$ cat src/rtl/error_monitor.sv
// -----------------------------------------------------------------------------
// error_monitor
//
// Lock-step comparator for two cores. Every cycle in RUN it compares the
// register writeback streams of core 0 and core 1. On a divergence it raises a
// one-cycle error pulse to the recovery controller and halts both cores. It
// then waits for the controller to report that replay is complete. If the
// controller does not answer within TIMEOUT cycles, the monitor locks into a
// sticky FATAL state that only reset can clear.
//
// Handshake with the recovery controller: error_o is a single-cycle pulse with
// no ready/ack. The controller answers with a done_i pulse. done_i is only
// observed in WAIT_DONE and is ignored in every other state.
//
// Parameters
//   ADDR_WIDTH  register address width                  (default 5)
//   DATA_WIDTH  writeback data width                    (default 32)
//   TIMEOUT     max cycles spent waiting for done_i     (default 64, >= 2)
//   CNT_WIDTH   saturating error counter width          (default 8)
//
// Ports
//   clk            in   rising-edge clock
//   rst            in   synchronous, active-high reset
//   core0_valid_i  in   core 0 writeback valid
//   core0_addr_i   in   core 0 writeback register address
//   core0_data_i   in   core 0 writeback data
//   core1_valid_i  in   core 1 writeback valid
//   core1_addr_i   in   core 1 writeback register address
//   core1_data_i   in   core 1 writeback data
//   done_i         in   replay-complete pulse from the recovery controller
//   error_o        out  one-cycle error pulse (registered)
//   halt_o         out  stall both cores while high (registered)
//   fatal_o        out  sticky unrecoverable-fault flag (registered)
//   err_count_o    out  number of detected errors, saturating (registered)
//   dbg_state_o    out  current FSM state encoding, for observation only
// -----------------------------------------------------------------------------
module error_monitor #(
  parameter int ADDR_WIDTH = 5,
  parameter int DATA_WIDTH = 32,
  parameter int TIMEOUT    = 64,
  parameter int CNT_WIDTH  = 8
) (
  input  logic                  clk,
  input  logic                  rst,
  input  logic                  core0_valid_i,
  input  logic [ADDR_WIDTH-1:0] core0_addr_i,
  input  logic [DATA_WIDTH-1:0] core0_data_i,
  input  logic                  core1_valid_i,
  input  logic [ADDR_WIDTH-1:0] core1_addr_i,
  input  logic [DATA_WIDTH-1:0] core1_data_i,
  input  logic                  done_i,
  output logic                  error_o,
  output logic                  halt_o,
  output logic                  fatal_o,
  output logic [CNT_WIDTH-1:0]  err_count_o,
  output logic [2:0]            dbg_state_o
);

  // Wide enough to hold TIMEOUT-1 with one bit of headroom.
  localparam int TMO_WIDTH = $clog2(TIMEOUT) + 1;
  localparam logic [TMO_WIDTH-1:0] TMO_LAST = TMO_WIDTH'(TIMEOUT - 1);

  typedef enum logic [2:0] {
    RUN       = 3'd0,
    SIGNAL    = 3'd1,
    WAIT_DONE = 3'd2,
    RESUME    = 3'd3,
    FATAL     = 3'd4
  } state_t;

  state_t                r_state;
  state_t                w_next;
  logic [TMO_WIDTH-1:0]  r_tmo;
  logic [CNT_WIDTH-1:0]  r_err_count;
  logic                  r_error;
  logic                  r_halt;
  logic                  r_fatal;

  logic                  w_mismatch;
  logic                  w_count_en;
  logic                  w_tmo_expired;

  // Divergence detection. Both sides idle is agreement. One side writing back
  // while the other does not is a divergence. Both writing back must agree on
  // both the address and the data.
  always_comb begin
    w_mismatch = 1'b0;
    if (core0_valid_i != core1_valid_i) begin
      w_mismatch = 1'b1;
    end else if (core0_valid_i && core1_valid_i) begin
      w_mismatch = (core0_addr_i != core1_addr_i) ||
                   (core0_data_i != core1_data_i);
    end
  end

  assign w_tmo_expired = (r_tmo == TMO_LAST);

  // Next-state logic. Core inputs are only consulted in RUN. done_i is only
  // consulted in WAIT_DONE, and it takes priority over the timeout.
  always_comb begin
    w_next     = r_state;
    w_count_en = 1'b0;
    case (r_state)
      RUN: begin
        if (w_mismatch) begin
          w_next     = SIGNAL;
          w_count_en = 1'b1;
        end
      end
      SIGNAL: begin
        w_next = WAIT_DONE;
      end
      WAIT_DONE: begin
        if (done_i) begin
          w_next = RESUME;
        end else if (w_tmo_expired) begin
          w_next = FATAL;
        end
      end
      RESUME: begin
        // The cores are refilling their pipelines, so this cycle's writeback
        // streams are not compared.
        w_next = RUN;
      end
      FATAL: begin
        w_next = FATAL;
      end
      default: begin
        w_next = RUN;
      end
    endcase
  end

  always_ff @(posedge clk) begin
    if (rst) begin
      r_state <= RUN;
    end else begin
      r_state <= w_next;
    end
  end

  // Timeout counter. It is cleared while the FSM is entering WAIT_DONE, so the
  // first WAIT_DONE cycle sees 0. It then advances once per WAIT_DONE cycle.
  always_ff @(posedge clk) begin
    if (rst) begin
      r_tmo <= '0;
    end else if (r_state == WAIT_DONE) begin
      r_tmo <= r_tmo + 1'b1;
    end else begin
      r_tmo <= '0;
    end
  end

  // Error counter: counts entries into SIGNAL and holds at all-ones.
  always_ff @(posedge clk) begin
    if (rst) begin
      r_err_count <= '0;
    end else if (w_count_en && (r_err_count != {CNT_WIDTH{1'b1}})) begin
      r_err_count <= r_err_count + 1'b1;
    end
  end

  // The outputs are registered from the next state. Each flop therefore
  // mirrors the state it belongs to, with no combinational path from the
  // inputs.
  always_ff @(posedge clk) begin
    if (rst) begin
      r_error <= 1'b0;
      r_halt  <= 1'b0;
      r_fatal <= 1'b0;
    end else begin
      r_error <= (w_next == SIGNAL);
      r_halt  <= (w_next == SIGNAL) || (w_next == WAIT_DONE) ||
                 (w_next == FATAL);
      r_fatal <= (w_next == FATAL);
    end
  end

  assign error_o     = r_error;
  assign halt_o      = r_halt;
  assign fatal_o     = r_fatal;
  assign err_count_o = r_err_count;
  assign dbg_state_o = r_state;

endmodule

$ cat config.mk
export PLATFORM = sky130hd
export DESIGN_NAME = error_monitor
export DESIGN_NICKNAME = d
export VERILOG_FILES = /design/src/rtl/error_monitor.sv
export SDC_FILE = /design/constraint.sdc
export NUM_CORES = 1
export LEC_CHECK = 0
export BUFFER_PORTS_ARGS = -buffer_cell sky130_fd_sc_hd__buf_2
export CAP_MARGIN = 20
export CORE_MARGIN = 1.5
export CORE_UTILIZATION = 41
export CTS_CLUSTER_SIZE = 30
export DETAILED_ROUTE_END_ITERATION = 10
export HOLD_SLACK_MARGIN = 0.03
export PLACE_DENSITY = 0.87
export SYNTH_ARGS = -nofsm -noshare
export SYNTH_HDL_FRONTEND = slang
export SYNTH_SLANG_ARGS = --single-unit
$ cat constraint.sdc
create_clock -name clk -period 2 [get_ports clk]
set_input_delay 0.3 -clock clk [delete_from_list [all_inputs] [get_ports clk]]
set_output_delay 0.3 -clock clk [all_outputs]
set_load 0.1 [all_outputs]
==> run_results.csv <==
group,metric,value,unit
finish,syn2layout_area_growth,41.6,%
yosys,synthesis.area,1370,um^2
timing,drv_slew,0,
finish,fin_util,62.3,%
setup_path,r2r_start,"dbg_state_o[0]",
yosys,syn_inst,154,
timing,finClkSkew,0.00435,ns
hold_path,min_path_cells,2,
yosys,yosysWarnings,0,
floorplanning,io_pins,93,
job,max_cap_violations,0,
clock_tree,clkSlewWorstSetupHoldPaths,0.12,ns
timing,relSlewSlack,66.8,%
yosys,synth_top_family_by_area,"simple AND/OR/NAND/NOR gates",
setup_path,crit_fanout,9,
clock_tree,clockRootBuffer,"clkbuf_4",
place,dpl_cell_area,1910,um^2
yosys,yosysTopAreaCell,"dfxtp_1",
yosys,yosys-top-cells-area,"dfxtp_1 31%, xnor2_1 23%, nand4_1 5.5%",
place,port_buffers,92,
finish,nets,333,
routing,drtIter0Drc,43,
setup_path,reg2reg_to,"err_count_o[6]",
routing,vias,1452,
grt,grt_usage,20.8,%
grt,grt_max_degree,17,
yosys,syn_avg_cell_area,8.86,um^2
place,post-dp-hpwl,3.01,mm
setup_path,regToRegSetupSlack,0.13,ns
setup_path,setup.worst_path.start,"dbg_state_o[0]",
yosys,muxShareOfSynthArea,1.56,%
grt,grt_pass1_wl,5.89,mm
setup_path,path_class,"reg -> reg",
clock_tree,clk_latency,0.31,ns
routing,routedWlPerCell,12.1,um
grt,first_global_vias,1430,
timing,max_freq,0.535,GHz
routing,drt.antenna.violating_nets,0,
floorplanning,core_region_area,3100,um^2
floorplanning,dieArea,3680,um^2
hold_path,min_to,"err_count_o[3]",
hold_path,hp-start,"rst",
timing,fin_crit,1.87,ns
finish,drive_above_1_share,46.0,%
setup_path,worstPathRequired,2.25,ns
yosys,ys_seq_area_share,30.8,%
routing,wl,3.57,mm
timing,final.period_utilization,93.5,%
timing,tightest_slew,0.502,ns
yosys,synth-xor-area-share,26.9,%
finish,fillers,303,
yosys,synth-edff-count,0,
yosys,synth.ff_latch_count,21,
floorplanning,die_x,60.7,um
floorplanning,rows,20,
hold_path,holdCritPathClass,"in -> reg",
setup_path,start_kind,"flip-flop",
timing,fin_tns_setup,0,ns
yosys,synth_top_area_share,30.8,%
setup_path,worstPathArrival,2.12,ns
setup_path,ff2ff_path_depth,5,
routing,route.detailed.drc,0,
yosys,synth_ff_type,"dfxtp_1",
outcome,outcome,"finished, final reports clean",
grt,antenna_found_initial,0,
timing,rsz0062_at_grt,"false",
yosys,synth_nets,236,
clock_tree,numCtsBuffers,3,
power_and_ir_drop,static-leakage-power,0.851,nW
yosys,synthSimpleGateAreaFrac,27.3,%
setup_path,crit_path_end_kind,"flip-flop",
clock_tree,clock-sinks,21,
floorplanning,initial_core_util,44.0,%
yosys,netlist-cell-type-count,33,
clock_tree,postCtsHoldBufs,0,
routing,vias_per_cell,4.94,
place,gp_congestion,0.852,
routing,first_pass_iters,4,
power_and_ir_drop,power.density,573,nW/um^2
power_and_ir_drop,peakVddDrop,0.436,mV
clock_tree,cts_tree,"built",
clock_tree,htreeDepth,1,
yosys,synth_compound_area_share,9.72,%
timing,setup_violations,0,
yosys,synthAdderAreaFrac,2.75,%
floorplanning,fp.dieH,60.7,um
grt,grt_overflow_total,0,
yosys,synthArstFlopShare,0,%
finish,stdcell_area,1930,um^2
clock_tree,clk_path_buf_depth,2,
timing,whs,0.334,ns
finish,n_antenna_cell,0,
clock_tree,cts_setup_buffers,0,
timing,hold_viol_final,0,
clock_tree,cts_repair_resize_count,0,
-- worst max-delay path: stages, from the launching register on --
cell	delay, ns
dfxtp_2	0.38
or3_4	0.38
a311oi_4	0.36
nand2_2	0.12
or4_1	0.42
a21oi_1	0.15
-- Yosys cell counts, drive strengths merged (2+ instances only) --
cell	instances
and3	5
nand3	4
nor2b	4
clkbuf	2
o21ai	7
nand4	12
a21oi	8
xnor2	36
xor2	6
or3	8
dfxtp	21
nor2	11
nor4	3
nor3	6
nand2	5
ha	3
o31ai	2
-- flip-flops by register name (all words and copies together), names as in the netlist --
register	count
dbg_state_o	3
err_count_o	8
error_o	1
fatal_o	1
halt_o	1
r_tmo	7
-- metal layers --
metal  wire length, um  track usage [%]  vias to the layer above
met5                 0                0                        -
li1                  -                -                      746
met4                31             4.97                        0
met1              1460             23.6                      662
met2              1900             39.2                       39
met3               178             4.69                        5
-- final cells by class --
type	instances	area [um^2]	share of cell area (%)
clock inverter	1	5.00	0.259
tap	44	55.1	2.85
timing repair buffer	95	483	25.0
multi-input combinational	130	932	48.2
sequential	21	435	22.5
clock buffer	3	22.5	1.17
-- through the flow --
stage	setup slack [ns]	std cells	total power, mW
3_3_place_gp	0.0613	290	0.897
3_5_place_dp	-0.00596	290	0.907
5_1_grt	0.0315	294	1.17
4_1_cts	0.0753	294	1.12
6_report	0.130	294	1.11
2_1_floorplan	0.00276	154	0.768
-- worst max path at each step --
stage                           endpoint  slack [ns]  depth (start not counted)
after floorplan           err_count_o[6]       0.003                          6
after global placement    err_count_o[6]        0.06                          7
after detailed placement  err_count_o[6]      -0.006                          7
after CTS                 err_count_o[6]        0.08                          6
after global routing      err_count_o[4]        0.03                          5
final                     err_count_o[6]        0.13                          5
-- cells by family (layout without fill, tap and decap cells) --
kind of cell             count (synthesis)  in the layout
XOR/XNOR                                42             42
multiplexers                             2              2
AND/OR/NAND/NOR                         63             63
buffers and inverters                    3             99
AO/OA/AOI/OAI                           20             20
flip-flops                              21             21
adder cells (fa/ha/maj)                  3              3
-- layout by cell type (no fill, tap or decap), drive strengths merged, types with 6 or more instances in the layout --
| master | netlist | layout |
|---|---|---|
| xnor2 | 36 | 36 |
| a21oi | 8 | 8 |
| dfxtp | 21 | 21 |
| or3 | 8 | 8 |
| nor3 | 6 | 6 |
| xor2 | 6 | 6 |
| nand4 | 12 | 12 |
| o21ai | 7 | 7 |
| nor2 | 11 | 11 |
| buf | 1 | 95 |
-- power breakdown --
| part | total (mW) | internal [mW] | switching, mW | leakage (nW) |
|---|---|---|---|---|
| sequential | 0.464 | 0.441 | 0.0237 | 0.175 |
| combinational | 0.431 | 0.167 | 0.263 | 0.658 |
| clock | 0.212 | 0.0749 | 0.137 | 0.0177 |
(Power assumes the default switching activity.)
